[config.mk]
export PLATFORM = sky130hd
export DESIGN_NAME = aes256_key_expand
export DESIGN_NICKNAME = d
export VERILOG_FILES = /design/src/rtl/aes256_pkg.sv /design/src/rtl/aes256_subword.sv /design/src/rtl/aes256_key_expand.sv
export SDC_FILE = /design/constraint.sdc
export NUM_CORES = 2
export LEC_CHECK = 0
export CORE_ASPECT_RATIO = 1.75
export CORE_MARGIN = 3
export CORE_UTILIZATION = 52
export CTS_BUF_LIST = sky130_fd_sc_hd__clkbuf_2
export DETAILED_ROUTE_END_ITERATION = 10
export GPL_TIMING_DRIVEN = 0
export MAX_ROUTING_LAYER = met4
export PLACE_DENSITY = 0.79
export SYNTH_ARGS = -nofsm -noshare
export SYNTH_HDL_FRONTEND = slang
export SYNTH_HIERARCHICAL = 1
export SYNTH_SLANG_ARGS = --single-unit
[constraint.sdc]
create_clock -name clk_i -period 6.7 [get_ports clk_i]
set_input_delay 1.005 -clock clk_i [delete_from_list [all_inputs] [get_ports clk_i]]
set_output_delay 1.005 -clock clk_i [all_outputs]
set_load 0.01 [all_outputs]
[src/rtl/aes256_pkg.sv]
// Shared AES-256 key-schedule constants: geometry, Rcon, the S-box lookup and FSM state encoding.
package aes256_pkg;

  localparam int NUM_ROUNDS = 14;
  localparam int NUM_KEYS   = 15;
  localparam int NUM_WORDS  = 60;
  localparam int BLK_W      = 128;
  localparam int KEY_W      = 256;

  typedef logic [0:0] state_t;
  localparam state_t ST_IDLE = 1'b0;
  localparam state_t ST_EMIT = 1'b1;

  // Round constant for words i%8==0; index n = i/8, valid range 1..7.
  function automatic logic [7:0] rcon(input logic [3:0] n);
    logic [7:0] r;
    case (n)
      4'd1:    r = 8'h01;
      4'd2:    r = 8'h02;
      4'd3:    r = 8'h04;
      4'd4:    r = 8'h08;
      4'd5:    r = 8'h10;
      4'd6:    r = 8'h20;
      4'd7:    r = 8'h40;
      default: r = 8'h00;
    endcase
    return r;
  endfunction

  // Entry 0x00 sits in the top byte, so byte b lives at bit offset 8*(255-b).
  localparam logic [2047:0] SBOX_TABLE = {
    128'h637c777bf26b6fc53001672bfed7ab76,
    128'hca82c97dfa5947f0add4a2af9ca472c0,
    128'hb7fd9326363ff7cc34a5e5f171d83115,
    128'h04c723c31896059a071280e2eb27b275,
    128'h09832c1a1b6e5aa0523bd6b329e32f84,
    128'h53d100ed20fcb15b6acbbe394a4c58cf,
    128'hd0efaafb434d338545f9027f503c9fa8,
    128'h51a3408f929d38f5bcb6da2110fff3d2,
    128'hcd0c13ec5f974417c4a77e3d645d1973,
    128'h60814fdc222a908846eeb814de5e0bdb,
    128'he0323a0a4906245cc2d3ac629195e479,
    128'he7c8376d8dd54ea96c56f4ea657aae08,
    128'hba78252e1ca6b4c6e8dd741f4bbd8b8a,
    128'h703eb5664803f60e613557b986c11d9e,
    128'he1f8981169d98e949b1e87e9ce5528df,
    128'h8ca1890dbfe6426841992d0fb054bb16
  };

  function automatic logic [7:0] sbox(input logic [7:0] b);
    logic [7:0] inv_b;
    inv_b = ~b;
    return SBOX_TABLE[{inv_b, 3'b000} +: 8];
  endfunction

endpackage

[src/rtl/aes256_subword.sv]
// SubWord: four parallel combinational AES S-boxes on a 32-bit word.
module aes256_subword
  import aes256_pkg::*;
(
  input  logic [31:0] word_i,
  output logic [31:0] word_o
);

  assign word_o = {sbox(word_i[31:24]), sbox(word_i[23:16]),
                   sbox(word_i[15:8]),  sbox(word_i[7:0])};

endmodule

[src/rtl/aes256_key_expand.sv]
// AES-256 key expansion streaming one 128-bit round key per handshake from a sliding 256-bit window.
module aes256_key_expand
  import aes256_pkg::*;
(
  input  logic         clk_i,
  input  logic         rst_i,
  input  logic [255:0] key_i,
  input  logic         key_valid_i,
  output logic         key_ready_o,
  output logic [127:0] rk_o,
  output logic [3:0]   rk_idx_o,
  output logic         rk_valid_o,
  input  logic         rk_ready_i,
  output logic         busy_o,
  output logic         done_o
);

  state_t             state_q, state_d;
  logic [KEY_W-1:0]   w_q, w_d;
  logic [BLK_W-1:0]   rk_q, rk_d;
  logic [3:0]         idx_q, idx_d;
  logic               rk_valid_q, rk_valid_d;
  logic               done_q, done_d;

  logic               rot_step;
  logic [3:0]         rcon_idx;
  logic [31:0]        temp_in, sub_out, temp;
  logic [31:0]        c0, c1, c2, c3;
  logic               handshake;

  // Odd idx means the next round key starts at a word index divisible by 8.
  assign rot_step = idx_q[0];
  assign rcon_idx = (idx_q + 4'd1) >> 1;
  assign temp_in  = rot_step ? {w_q[23:0], w_q[31:24]} : w_q[31:0];

  aes256_subword u_subword (
    .word_i (temp_in),
    .word_o (sub_out)
  );

  assign temp = rot_step ? (sub_out ^ {rcon(rcon_idx), 24'h000000}) : sub_out;
  assign c0   = w_q[255:224] ^ temp;
  assign c1   = w_q[223:192] ^ c0;
  assign c2   = w_q[191:160] ^ c1;
  assign c3   = w_q[159:128] ^ c2;

  assign handshake = rk_valid_q & rk_ready_i;

  always_comb begin
    state_d    = state_q;
    w_d        = w_q;
    rk_d       = rk_q;
    idx_d      = idx_q;
    rk_valid_d = rk_valid_q;
    done_d     = 1'b0;
    case (state_q)
      ST_IDLE: begin
        if (key_valid_i) begin
          w_d        = key_i;
          rk_d       = key_i[255:128];
          idx_d      = 4'd0;
          rk_valid_d = 1'b1;
          state_d    = ST_EMIT;
        end
      end
      ST_EMIT: begin
        if (handshake) begin
          if (idx_q == 4'(NUM_ROUNDS)) begin
            rk_valid_d = 1'b0;
            done_d     = 1'b1;
            state_d    = ST_IDLE;
          end else if (idx_q == 4'd0) begin
            rk_d  = w_q[127:0];
            idx_d = 4'd1;
          end else begin
            rk_d  = {c0, c1, c2, c3};
            w_d   = {w_q[127:0], c0, c1, c2, c3};
            idx_d = idx_q + 4'd1;
          end
        end
      end
      default: state_d = ST_IDLE;
    endcase
  end

  always_ff @(posedge clk_i) begin
    if (rst_i) begin
      state_q    <= ST_IDLE;
      w_q        <= '0;
      rk_q       <= '0;
      idx_q      <= 4'd0;
      rk_valid_q <= 1'b0;
      done_q     <= 1'b0;
    end else begin
      state_q    <= state_d;
      w_q        <= w_d;
      rk_q       <= rk_d;
      idx_q      <= idx_d;
      rk_valid_q <= rk_valid_d;
      done_q     <= done_d;
    end
  end

  assign key_ready_o = (state_q == ST_IDLE);
  assign busy_o      = (state_q == ST_EMIT);
  assign rk_o        = rk_q;
  assign rk_idx_o    = idx_q;
  assign rk_valid_o  = rk_valid_q;
  assign done_o      = done_q;

endmodule
==> results of run 1 <==
==> stage by stage <==
| step | hold slack [ps] | std cells | TNS [ps] | setup WS [ps] | instance area, µm² |
|---|---|---|---|---|---|
| detailed placement | 458 | 5796 | -47310 | -1630 | 37900 |
| CTS | 472 | 5944 | 0 | 7.34 | 38800 |
| floorplan | 441 | 4599 | 0 | 1670 | 32900 |
| global placement | 452 | 5793 | -73660 | -2040 | 37900 |
==> what timing repair did <==
action | 4_1_cts
pin swaps | 3
setup buffers | 1
endpoints found under the setup margin | 104
gates resized for setup | 29
==> cells by family after synthesis <==
| family | share of synthesized area (%) |
|---|---|
| compound gates | 34.4 |
| xor+xnor | 4.59 |
| fa+ha+maj | 2.40 |
| buf+inv | 7.12 |
| flops | 23.8 |
| mux | 4.90 |
| simple gates | 22.8 |
==> routing by layer <==
layer / overflow / GRT usage (%)
met5: - / -
met1: 2 / 68.5
met2: 286 / 91.8
met3: 2 / 51.4
met4: 195 / 75.8
==> synth_stat cells (all sizes together), types with 84 or more instances <==
cell type	n
nor3	159
nand2	421
o21ai	364
nor2	533
a211oi	253
nand3	89
xnor2	104
buf	206
nand2b	84
dfxtp	391
a21oi	369
nor2b	132
clkbuf	305
a31oi	87
o211ai	92
==> run summary, run 1 <==
Status -> aborted with a tool error
Failing step -> global routing
Halt Reason -> [ERROR GRT-0116] Global routing finished with congestion. Check the congestion regions in the DRC Viewer.
Share of the yosys chip area belonging to registers -> 23.8%
CTS Root Buffer Type -> sky130_fd_sc_hd__clkbuf_2
Half-perimeter wire length after placement -> 169000 µm
Syn Nets -> 4922
Die X -> 196 µm
# rows -> 121
Number of synthesized flops with an enable pin -> 0
Inserted Clock Buffers -> 92
Number of clock sinks -> 391
Sum of overflow across all layers after global routing -> 485
Post-cts hold buffer count -> 0
Area contributors post-synth -> sky130_fd_sc_hd__dfxtp_1, sky130_fd_sc_hd__nor2_1, sky130_fd_sc_hd__a211oi_1
Effective utilization at floorplan -> 52.8%
Gp weighted congestion -> 1.47
Asr flop ratio synth -> 0%
Mapped Cells -> 4599
Synth warn -> 6
Worst-case clock buffer depth -> 3
Total standard cell area after synthesis -> 32900 µm²
Vias in the first global route -> 48400
Maximum number of pins on one net before global-route repair -> 17
Top-level port count -> 396
Netlist cell types -> 94
Wire length of the first global-routing pass -> 354000 µm
Die H -> 339 µm
Post-synthesis average cell area -> 7.16 µm²
Area share of the largest cell type after synthesis -> 23.8%
Count of input and output buffers -> 395
Main synth FF type -> sky130_fd_sc_hd__dfxtp_1
Cell type with the largest total area after synthesis -> sky130_fd_sc_hd__dfxtp_1
Total of flip-flops plus latches after synthesis -> 391
Global routing usage summed across all routing layers -> 72.7%
Maximum level of the CTS H-tree -> 3
==> run 2, diff against run 1 <==
--- a/config.mk
+++ b/config.mk
@@ -5,14 +5,11 @@
 export SDC_FILE = /design/constraint.sdc
 export NUM_CORES = 2
 export LEC_CHECK = 0
-export CORE_ASPECT_RATIO = 1.75
 export CORE_MARGIN = 3
-export CORE_UTILIZATION = 52
-export CTS_BUF_LIST = sky130_fd_sc_hd__clkbuf_2
+export CORE_UTILIZATION = 37
 export DETAILED_ROUTE_END_ITERATION = 10
 export GPL_TIMING_DRIVEN = 0
-export MAX_ROUTING_LAYER = met4
-export PLACE_DENSITY = 0.79
+export PLACE_DENSITY_LB_ADDON = 0.15
 export SYNTH_ARGS = -nofsm -noshare
 export SYNTH_HDL_FRONTEND = slang
 export SYNTH_HIERARCHICAL = 1
==> run summary, run 2 <==
Status -> finished, violations left
Violated checks -> max-capacitance violations, max-slew violations, negative setup slack
Critical path data arrival time -> 7290 ps
Insertion delay to the later sink of the worst-skew pair -> 580 ps
Number of nets in the final layout -> 5364
Vias per cell -> 7.23
Share of the yosys chip area belonging to registers -> 23.8%
Number of synthesized flops with an enable pin -> 0
Netlist cell types -> 94
Asr flop ratio synth -> 0%
Total via count after detailed routing -> 45100
Most common cell in the netlist -> sky130_fd_sc_hd__nor2_1
Post-synthesis average cell area -> 7.16 µm²
Global routing usage summed across all routing layers -> 47.6%
Maximum number of pins on one net before global-route repair -> 20
Highest cell delay on the worst timing path -> 630 ps
Cell count of the worst reg-to-reg path -> 18
Reg clk slew, reported paths -> 70 ps
Most frequent standard cell in the layout excluding fill and tap cells -> sky130_fd_sc_hd__nor2_1
Effective utilization at floorplan -> 37.6%
Commonest non-fill, non-tap cells in the layout -> sky130_fd_sc_hd__nor2_1, sky130_fd_sc_hd__nand2_1, sky130_fd_sc_hd__clkdlybuf4s50_1
Register bank with the most flops -> w_q
Area occupied by registers -> 7830 µm²
Die X -> 304 µm
Worst reg2reg endpoint -> rk_o[59]$_SDFFE_PP0P_
Final worst clock skew -> 40.0 ps
Count of antenna-violating nets left after detailed routing -> 0
Mean routed wirelength per cell -> 37.4 µm
CP Launch Type -> flop
Count of input and output buffers -> 395
Mapped Cells -> 4599
First-pass detailed-route iteration total -> 8
Top-level port count -> 396
R2R Path Start -> rk_idx_o[0]$_SDFFE_PP0P_
Initial detailed-routing violation count -> 8434
Remaining max-slew budget at the tightest pin -> -8.72%
Class of the tightest hold or removal check -> reg -> reg
Most instantiated cells after synthesis -> sky130_fd_sc_hd__nor2_1, sky130_fd_sc_hd__nand2_1, sky130_fd_sc_hd__dfxtp_1
Achievable clock frequency -> 0.146 GHz
Highest signal layer in the routed design -> met5
Critical Path Start -> rk_idx_o[0]$_SDFFE_PP0P_
Total standard cell area after synthesis -> 32900 µm²
Filler Cell Count -> 8976
Fraction of final layout cells with drive strength greater than 1 -> 8.32%
Core region area -> 87400 µm²
Multi-input logic area -> 23200 µm²
Synth warn -> 6
CTS Root Buffer Type -> sky130_fd_sc_hd__clkbuf_16
Flip-flop count of the largest register, all copies and words added -> 256
Half-perimeter wire length after placement -> 175000 µm
Gp weighted congestion -> 1.12
Max-slew violation count -> 9
Maximum level of the CTS H-tree -> 2
Crit end category -> flop
Metal-1 WL -> 82000 µm
CP Max Fanout -> 19
Total design power -> 0.0123 W
Wire length of the first global-routing pass -> 324000 µm
Count of unresolved DRC violations after routing -> 0
Met3 routed WL -> 37500 µm
RSZ-0062 raised after global routing -> false
Power per cell area -> 305 nW/µm²
Number of clock sinks -> 391
Time the worst path needs with I/O delays and setup -> 6870 ps
Data required time at the worst endpoint -> 7120 ps
Hold Slack -> 457 ps
# rows -> 108
Main synth FF type -> sky130_fd_sc_hd__dfxtp_1
Final hold violations -> 0
Post-cts hold buffer count -> 0
Final worst-path setup slack -> -170 ps
Fraction of the cycle the final worst path needs -> 103%
Leakage -> 14.1 nW
Met2 wire length -> 91300 µm
Total detailed-routing wirelength -> 234000 µm
Inserted Clock Buffers -> 41
Cell type with the largest total area after synthesis -> sky130_fd_sc_hd__dfxtp_1
Max-cap violations -> 1
Area share of the largest cell type after synthesis -> 23.8%
Critical path, cell by cell -> clkbuf_4 > buf_2 > mux2_2 > buf_2 > inv_1 > ha_1 > clkbuf_1 > nand2_1 > o22ai_1 > o21ai_0 > o21ai_0 > o211a_1 > a22oi_1 > xnor2_1 > xnor3_1 > xor2_1 > a21oi_1 > nor2_1
Syn Nets -> 4922
Die H -> 304 µm
Sum of overflow across all layers after global routing -> 0
Relative area change from synthesis to final layout -> 22.3%
Area enclosed by the die boundary -> 92600 µm²
Vias in the first global route -> 41800
Final Setup Violations -> 11
CP max stage cell -> sky130_fd_sc_hd__o21ai_0
Type of the worst setup path -> reg -> reg
Antenna violations before repair -> 13
Worst-case clock buffer depth -> 3
Least-Margin Pin Slew -> 1630 ps
R2r setup slk -> -170 ps
Total of flip-flops plus latches after synthesis -> 391
Peak VDD IR -> 0.185 mV
Area contributors post-synth -> sky130_fd_sc_hd__dfxtp_1, sky130_fd_sc_hd__nor2_1, sky130_fd_sc_hd__a211oi_1
Clock tree from TritonCTS -> built
End point of the critical path -> rk_o[59]$_SDFFE_PP0P_
run 2: final cells by class:
type | instances | area share (%)
Antenna cell | 12 | 0.0746
Buffer | 506 | 5.42
Clock buffer | 62 | 3.10
Clock inverter | 13 | 0.242
Inverter | 46 | 0.454
Multi-Input combinational cell | 3651 | 57.7
Sequential cell | 391 | 19.4
Tap cell | 1155 | 3.59
Timing Repair Buffer | 404 | 10.0
run 2: logic make-up after synthesis:
logic type / synth area share (%)
simple gates: 22.8
mux: 4.90
compound gates: 34.4
flops: 23.8
fa+ha+maj: 2.40
buf+inv: 7.12
xor+xnor: 4.59
run 2: worst min-delay path by stage:
stage / startpoint / slack, ps / to / depth (start not counted)
floorplan: w_q[93]$_SDFFE_PP0P_ / 440 / w_q[93]$_SDFFE_PP0P_ / 2
global placement: w_q[49]$_SDFFE_PP0P_ / 450 / w_q[49]$_SDFFE_PP0P_ / 2
detailed placement: w_q[93]$_SDFFE_PP0P_ / 450 / w_q[93]$_SDFFE_PP0P_ / 2
CTS: w_q[124]$_SDFFE_PP0P_ / 460 / w_q[252]$_SDFFE_PP0P_ / 2
global route: w_q[118]$_SDFFE_PP0P_ / 480 / w_q[118]$_SDFFE_PP0P_ / 2
finish: w_q[124]$_SDFFE_PP0P_ / 460 / w_q[252]$_SDFFE_PP0P_ / 2
run 2: report_power, final:
part	switching (W)	internal [W]	leakage, nW	total (W)
sequential	0.000250	0.00256	3.23	0.00281
combinational	0.00494	0.00218	10.2	0.00713
clock	0.00106	0.00129	0.670	0.00236
total	0.00625	0.00604	14.1	0.0123
run 2: worst max-delay path, delay by kind of cell (launching register included):
kind,cells,cell delay [ps]
AO/OA/AOI/OAI,6,2150
XOR/XNOR,3,1050
adder cells (fa/ha/maj),1,280
buffers and inverters,5,1830
flip-flops,1,540
multiplexers,1,390
AND/OR/NAND/NOR,2,470
run 2: metal layers:
layer  vias to the layer above  track usage [%]
li1                      18000                -
met1                     21200             57.5
met2                      4631             67.3
met3                      1285             20.7
met4                         8             33.4
met5                         -                0
run 2: metrics by stage:
| step | setup TNS, ps | area (µm²) | utilization, % | setup slack, ps | instances |
|---|---|---|---|---|---|
| CTS | 0 | 40000 | 45.7 | 11.8 | 6225 |
| global placement | -162680 | 38300 | 43.8 | -3000 | 6149 |
| finish | -970 | 40300 | 46.1 | -170 | 6240 |
| detailed placement | -114970 | 38300 | 43.9 | -1690 | 6151 |
| global route | 0 | 40200 | 46.0 | 5.65 | 6228 |
| floorplan | 0 | 32900 | - | 1670 | 4599 |
run 2: what timing repair did:
action,CTS,global route
cloned,0,0
endpoints found under the hold margin,0,0
pin swaps,3,5
setup endpoints to repair,190,63
setup buffers,1,6
resized for setup,58,57
No activity file was read; power rests on OpenSTA's default activity.
